File: src/rtl/muldiv_unit.sv
// muldiv_unit
// Iterative multiply/divide unit that owns the architectural HI/LO registers.
// It runs one radix-2 step per cycle on a shared datapath: shift-add for
// multiply and restoring shift-subtract for divide. Signed operations work on
// operand magnitudes, and the result signs are restored in a final fix-up cycle.
//
// Ports:
//   clock      core clock
//   reset_n    synchronous active-low reset
//   req_valid  EX presents a request this cycle
//   req_op     0=MULT 1=MULTU 2=DIV 3=DIVU 4=MTHI 5=MTLO 6/7=no-op
//   A, B       forwarded rs / rt operands
//   rd_hilo    EX is executing MFHI/MFLO this cycle
//   kill       pipeline flush; aborts any in-flight operation
//   busy       an operation is in progress (ITER or FIXUP)
//   stall      hold the pipeline: busy and (request or HI/LO read), unless killed
//   hi, lo     architectural HI/LO registers
module muldiv_unit (
   input  logic        clock,
   input  logic        reset_n,
   input  logic        req_valid,
   input  logic [2:0]  req_op,
   input  logic [31:0] A,
   input  logic [31:0] B,
   input  logic        rd_hilo,
   input  logic        kill,
   output logic        busy,
   output logic        stall,
   output logic [31:0] hi,
   output logic [31:0] lo
);

   typedef enum logic [1:0] {
      IDLE  = 2'd0,
      ITER  = 2'd1,
      FIXUP = 2'd2
   } state_t;

   localparam logic [2:0] OP_MULT  = 3'd0;
   localparam logic [2:0] OP_MULTU = 3'd1;
   localparam logic [2:0] OP_DIV   = 3'd2;
   localparam logic [2:0] OP_DIVU  = 3'd3;
   localparam logic [2:0] OP_MTHI  = 3'd4;
   localparam logic [2:0] OP_MTLO  = 3'd5;

   // Magnitude of a 32-bit value, treated as two's complement when is_signed is set
   function automatic logic [31:0] mag32(input logic [31:0] v, input logic is_signed);
      if (is_signed && v[31]) begin
         mag32 = (~v) + 32'd1;
      end else begin
         mag32 = v;
      end
   endfunction

   // Conditional two's-complement negation, 32 bits
   function automatic logic [31:0] cneg32(input logic [31:0] v, input logic neg);
      if (neg) begin
         cneg32 = (~v) + 32'd1;
      end else begin
         cneg32 = v;
      end
   endfunction

   // Conditional two's-complement negation, 64 bits
   function automatic logic [63:0] cneg64(input logic [63:0] v, input logic neg);
      if (neg) begin
         cneg64 = (~v) + 64'd1;
      end else begin
         cneg64 = v;
      end
   endfunction

   state_t      state_r;
   logic [31:0] hi_r;
   logic [31:0] lo_r;
   logic [4:0]  count_r;
   // Multiply: [63:32] running partial sum, [31:0] multiplier being shifted out.
   // Divide:   [63:32] partial remainder,   [31:0] dividend shifting in quotient bits.
   logic [63:0] acc_r;
   logic [31:0] opb_r;      // multiplicand or divisor magnitude
   logic        is_div_r;
   logic        neg_res_r;  // negate product / quotient at fix-up
   logic        neg_rem_r;  // negate remainder at fix-up (dividend was negative)

   logic        op_signed_s;
   logic [31:0] a_mag_s;
   logic [31:0] b_mag_s;
   logic [32:0] add_s;
   logic [33:0] trial_s;
   logic [63:0] step_s;
   logic [63:0] prod_s;
   logic [31:0] quo_s;
   logic [31:0] rem_s;

   assign busy  = (state_r != IDLE);
   assign stall = busy & (req_valid | rd_hilo) & ~kill;
   assign hi    = hi_r;
   assign lo    = lo_r;

   // Operand conditioning for a request arriving this cycle
   always_comb begin
      op_signed_s = (req_op == OP_MULT) || (req_op == OP_DIV);
      a_mag_s     = mag32(A, op_signed_s);
      b_mag_s     = mag32(B, op_signed_s);
   end

   // One radix-2 step of the shared shift/add-subtract datapath
   always_comb begin
      add_s   = 33'd0;
      trial_s = 34'd0;
      step_s  = acc_r;
      if (is_div_r) begin
         // Shifted partial remainder is 33 bits wide; a borrow into bit 33 means "restore"
         trial_s = {1'b0, acc_r[63:31]} - {2'b00, opb_r};
         if (trial_s[33]) begin
            step_s = {acc_r[62:0], 1'b0};
         end else begin
            step_s = {trial_s[31:0], acc_r[30:0], 1'b1};
         end
      end else begin
         if (acc_r[0]) begin
            add_s = {1'b0, acc_r[63:32]} + {1'b0, opb_r};
         end else begin
            add_s = {1'b0, acc_r[63:32]};
         end
         step_s = {add_s, acc_r[31:1]};
      end
   end

   // Sign restoration applied in the fix-up cycle
   always_comb begin
      prod_s = cneg64(acc_r, neg_res_r);
      quo_s  = cneg32(acc_r[31:0], neg_res_r);
      rem_s  = cneg32(acc_r[63:32], neg_rem_r);
   end

   // Control FSM, HI/LO registers and datapath state
   always_ff @(posedge clock) begin
      if (!reset_n) begin
         state_r   <= IDLE;
         hi_r      <= 32'd0;
         lo_r      <= 32'd0;
         count_r   <= 5'd0;
         acc_r     <= 64'd0;
         opb_r     <= 32'd0;
         is_div_r  <= 1'b0;
         neg_res_r <= 1'b0;
         neg_rem_r <= 1'b0;
      end else begin
         case (state_r)
            IDLE: begin
               if (req_valid && !kill) begin
                  case (req_op)
                     OP_MULT, OP_MULTU, OP_DIV, OP_DIVU: begin
                        if (req_op[1] && (B == 32'd0)) begin
                           // Divide by zero resolves immediately without iterating
                           hi_r <= A;
                           lo_r <= 32'hFFFF_FFFF;
                        end else begin
                           acc_r     <= {32'd0, a_mag_s};
                           opb_r     <= b_mag_s;
                           is_div_r  <= req_op[1];
                           neg_res_r <= op_signed_s & (A[31] ^ B[31]);
                           neg_rem_r <= op_signed_s & A[31];
                           count_r   <= 5'd0;
                           state_r   <= ITER;
                        end
                     end
                     OP_MTHI: hi_r <= A;
                     OP_MTLO: lo_r <= A;
                     default: begin
                        // ops 6 and 7 are accepted and do nothing
                     end
                  endcase
               end
            end
            ITER: begin
               if (kill) begin
                  state_r <= IDLE;
               end else begin
                  acc_r   <= step_s;
                  count_r <= count_r + 5'd1;
                  if (count_r == 5'd31) begin
                     state_r <= FIXUP;
                  end
               end
            end
            FIXUP: begin
               state_r <= IDLE;
               if (!kill) begin
                  if (is_div_r) begin
                     hi_r <= rem_s;
                     lo_r <= quo_s;
                  end else begin
                     hi_r <= prod_s[63:32];
                     lo_r <= prod_s[31:0];
                  end
               end
            end
            default: state_r <= IDLE;
         endcase
      end
   end

endmodule

File: config.mk
export PLATFORM = sky130hd
export DESIGN_NAME = muldiv_unit
export DESIGN_NICKNAME = d
export VERILOG_FILES = /design/src/rtl/muldiv_unit.sv
export SDC_FILE = /design/constraint.sdc
export NUM_CORES = 1
export LEC_CHECK = 0
export ABC_AREA = 1
export BUFFER_PORTS_ARGS = -buffer_cell sky130_fd_sc_hd__buf_2
export CORE_AREA = 3 3 244 246
export DETAILED_ROUTE_END_ITERATION = 8
export DIE_AREA = 0 0 247 249
export GPL_TIMING_DRIVEN = 0
export PLACE_DENSITY = 0.54
export SYNTH_ARGS = -nofsm -noshare
export SYNTH_HDL_FRONTEND = slang
export SYNTH_SLANG_ARGS = --single-unit
File: constraint.sdc
create_clock -name clock -period 3.61 [get_ports clock]
set_input_delay 0.1805 -clock clock [delete_from_list [all_inputs] [get_ports clock]]
set_output_delay 0.1805 -clock clock [all_outputs]
set_load 0.01 [all_outputs]
==> flow_summary.ini <==
[yosys]
yosysUniqueCellTypes = 49
ys_ff_latch = 170
ys.warnings.count = 0
yosysSeqAreaShare_pct = 19.8
synthFlopType = dfxtp_1
synth_edf_count = 0
synthArstFlopShare_pct = 0
syn_nets = 3253
syn-cell-area_mm2 = 0.0172
synth_area_per_cell_um2 = 5.53
netlist_instances = 3109

[global_routing]
grt_pass1_vias = 19800
antenna_found_initial = 0
grt.total_usage_pct = 28.0
gr-total-overflow = 0
grt_start_max_net_pins = 17
grt_pass1_wl_um = 128000

[placed_design]
gp_congestion = 1.06
hpwlAfterDp_um = 73400
portBuffers = 137
place_inst = 4011
place_ws_ns = 0.315

[power_and_ir_drop]
clkPwrFrac_pct = 33.9
leakagePower_nw = 9.55
total_power_mw = 5.79
p_int_mw = 3.50
switching_power_mw = 2.29
ir_drop_v = 0.000355
swShare_pct = 39.5
seqPwrFrac_pct = 35.9
p_comb_share_pct = 30.3
p_per_area_mw_per_mm2 = 298

[floorplanning]
die-area_mm2 = 0.0615
die_h_um = 249
start_util_pct = 29.9
core_area_mm2 = 0.0576
io_pins = 138
rows = 88
fp.dieW_um = 247

[timing]
final_max_slew_viol_count = 0
fin_crit_sh_pct = 85.8
max_freq_mhz = 323
fin_worst_skew_ns = 0.0182
relSlewSlack_pct = 23.8
final.min_clock_period_ns = 3.10
worst_pin_slew_ns = 1.14
worst_slack_ns = 0.513
setup_tns_ns = 0
setup_violations = 0
grt_setup_unrepaired = false
hold_viol = 0

[clocking]
post-cts-setup-buffers = 0
cts_max_path_buffers = 2
clkSlewWorstSetupHoldPaths_ns = 0.08
clk_latency_ns = 0.49
cts_tree = built
cts.sinks = 170
cts-root-buf = clkbuf_16
h-tree-depth = 4
cts_made_buffers = 17

[critical_path]
timing.rr.start = acc_r[32]
cp-end-kind = flop
rrSetupSlack_ns = 0.51
critPathKind = flop to flop
crit_arrival_ns = 3.50
reg2regPathDepth = 16
critPathRequiredTime_ns = 4.01
cp_max_fo = 7
cp-start-kind = flop
r2r-end = acc_r[63]

[hold_path]
min_to = opb_r[26]
holdCritStartpoint = B[26]
hp-class = input pin to flop
whs_path_depth = 4

[routing]
drt-initial-drc-count = 2285
avgViaCountPerCell = 5.32
vias = 21500
wl_um = 88400
ant_nets = 0
wl_per_cell_um = 21.8
drcViolationCount = 0
drt-pass1-iter-count = 6

[final_layout]
drive_gt1_share_pct = 8.57
antenna_cells = 0
fin_cells = 4045
syn_to_final_growth_pct = 13.1
finalNetCount = 3411

[job]
maxCapViolCount = 0

[status]
status = finished clean
## metal layers
| layer | share of wire [%] | vias to the layer above | GRT usage [%] |
|---|---|---|---|
| met4 | 6.0 | 0 | 14.6 |
| met2 | 44 | 963 | 43.8 |
| li1 | - | 10300 | - |
| met3 | 7.9 | 215 | 4.93 |
| met1 | 42 | 10000 | 36.5 |
| met5 | 0 | - | 0 |
## registers in the layout (all words and copies together), names as in the netlist
signal,count
is_div_r,1
opb_r,32
count_r,5
neg_rem_r,1
neg_res_r,1
state_r,2
acc_r,64
hi,32
lo,32
## placed cells by master (no fill, tap or decap), types with 22 or more instances in the layout
cell / count
nand3_1: 278
inv_1: 438
a31oi_1: 22
a21oi_1: 287
o21ai_0: 192
nor2_1: 362
xnor2_1: 22
ha_1: 70
dfxtp_1: 170
o21ai_1: 55
buf_2: 167
nor3_1: 36
nand3b_1: 25
xor2_1: 29
nand4_1: 33
clkbuf_1: 53
nand2_1: 856
## layout make-up
class | count | area, µm²
clock inverter | 13 | 145
multi-input combinational | 2378 | 11600
inverter | 448 | 1680
clock buffer | 19 | 433
tap | 765 | 957
fill | 6679 | 38100
buffer | 112 | 561
timing repair buffer | 140 | 716
sequential | 170 | 3400
## worst max-delay path by stage
stage / slack [ns] / cells past startpoint / end / from
floorplan: 1.41 / 14 / hi[18] / acc_r[0]
global placement: 0.27 / 15 / hi[2] / acc_r[0]
detailed placement: 0.32 / 15 / hi[2] / acc_r[0]
CTS: 0.28 / 15 / hi[2] / acc_r[0]
global route: 0.27 / 16 / acc_r[63] / acc_r[32]
finish: 0.51 / 16 / acc_r[63] / acc_r[32]
## per-stage QoR
| stage | util [%] | hold slack, ns | cell area [µm²] |
|---|---|---|---|
| 2_1_floorplan | - | 0.326 | 17200 |
| 3_3_place_gp | 32.7 | 0.454 | 18900 |
| 3_5_place_dp | 32.7 | 0.456 | 18900 |
| 4_1_cts | 33.8 | 0.00822 | 19500 |
| 5_1_grt | 33.8 | 0.0302 | 19500 |
| 6_report | 33.8 | 0.0193 | 19500 |
## cells in the mapped netlist, types with 4 or more instances
| master | instances | area share (%) |
|---|---|---|
| nand2_1 | 856 | 19 |
| xnor2_1 | 22 | 1.1 |
| dfxtp_1 | 170 | 20 |
| buf_2 | 30 | 0.87 |
| o211ai_1 | 6 | 0.26 |
| or2_2 | 12 | 0.44 |
| clkbuf_1 | 52 | 1.1 |
| nand4_1 | 33 | 1.2 |
| xor2_1 | 29 | 1.5 |
| buf_1 | 14 | 0.31 |
| nor3_1 | 36 | 1.0 |
| a21oi_2 | 4 | 0.20 |
| nor4_1 | 7 | 0.25 |
| buf_6 | 9 | 0.59 |
| nand2_2 | 10 | 0.36 |
| o21ai_1 | 55 | 1.6 |
| inv_1 | 438 | 9.6 |
| buf_4 | 6 | 0.26 |
| a21oi_1 | 287 | 8.3 |
| a31oi_1 | 22 | 0.80 |
| nand3_1 | 278 | 8.1 |
| nor2_2 | 10 | 0.36 |
| a211oi_1 | 4 | 0.17 |
| ha_1 | 70 | 5.1 |
| nand3b_1 | 25 | 1.1 |
| o21ai_0 | 192 | 5.6 |
| o31ai_1 | 7 | 0.31 |
| and2_1 | 7 | 0.25 |
| nor2_1 | 362 | 7.9 |
| o211a_1 | 6 | 0.35 |
| inv_2 | 9 | 0.20 |
| o21bai_1 | 4 | 0.17 |
| o21ai_2 | 4 | 0.20 |
| nor2_4 | 5 | 0.33 |
| nand3_2 | 6 | 0.35 |
## worst max-delay path, cell delays in order, from the launching register on
cell and delay (ns):
dfxtp_1 0.56, ha_1 0.33, inv_1 0.08, fa_1 0.36
inv_1 0.18, nand3_1 0.10, nand3_1 0.17, nand2_1 0.07
nand2_1 0.14, nand2_1 0.13, nand3_1 0.16, nand2_1 0.07
nand2_1 0.06, nand2_1 0.16, a21oi_1 0.24, nand2_1 0.09
a21oi_1 0.11
## power by group through the flow
stage / Sequential (mW) / Combinational, mW / Clock (mW)
after floorplan: 2.09 / 1.06 / 0
after global placement: 2.12 / 1.69 / 0
after detailed placement: 2.12 / 1.69 / 0
after CTS: 2.07 / 1.70 / 1.96
after global routing: 2.08 / 1.90 / 2.03
final: 2.08 / 1.75 / 1.96
## cells by family after synthesis
family,Yosys count,share of synthesized area (%)
AOI/OAI and AO/OA,598,18.3
buffers and inverters,561,13.1
xor gates and xnor gates,51,2.60
adders and majority gates,72,5.32
DFF,170,19.8
and+or+nand+nor,1657,40.9
## what timing repair did
action	CTS	global route
hold endpoints to repair	3	0
endpoints found under the setup margin	0	2
resized for setup	0	0
hold buffers	3	0
No activity file was read; power rests on OpenSTA's default activity.
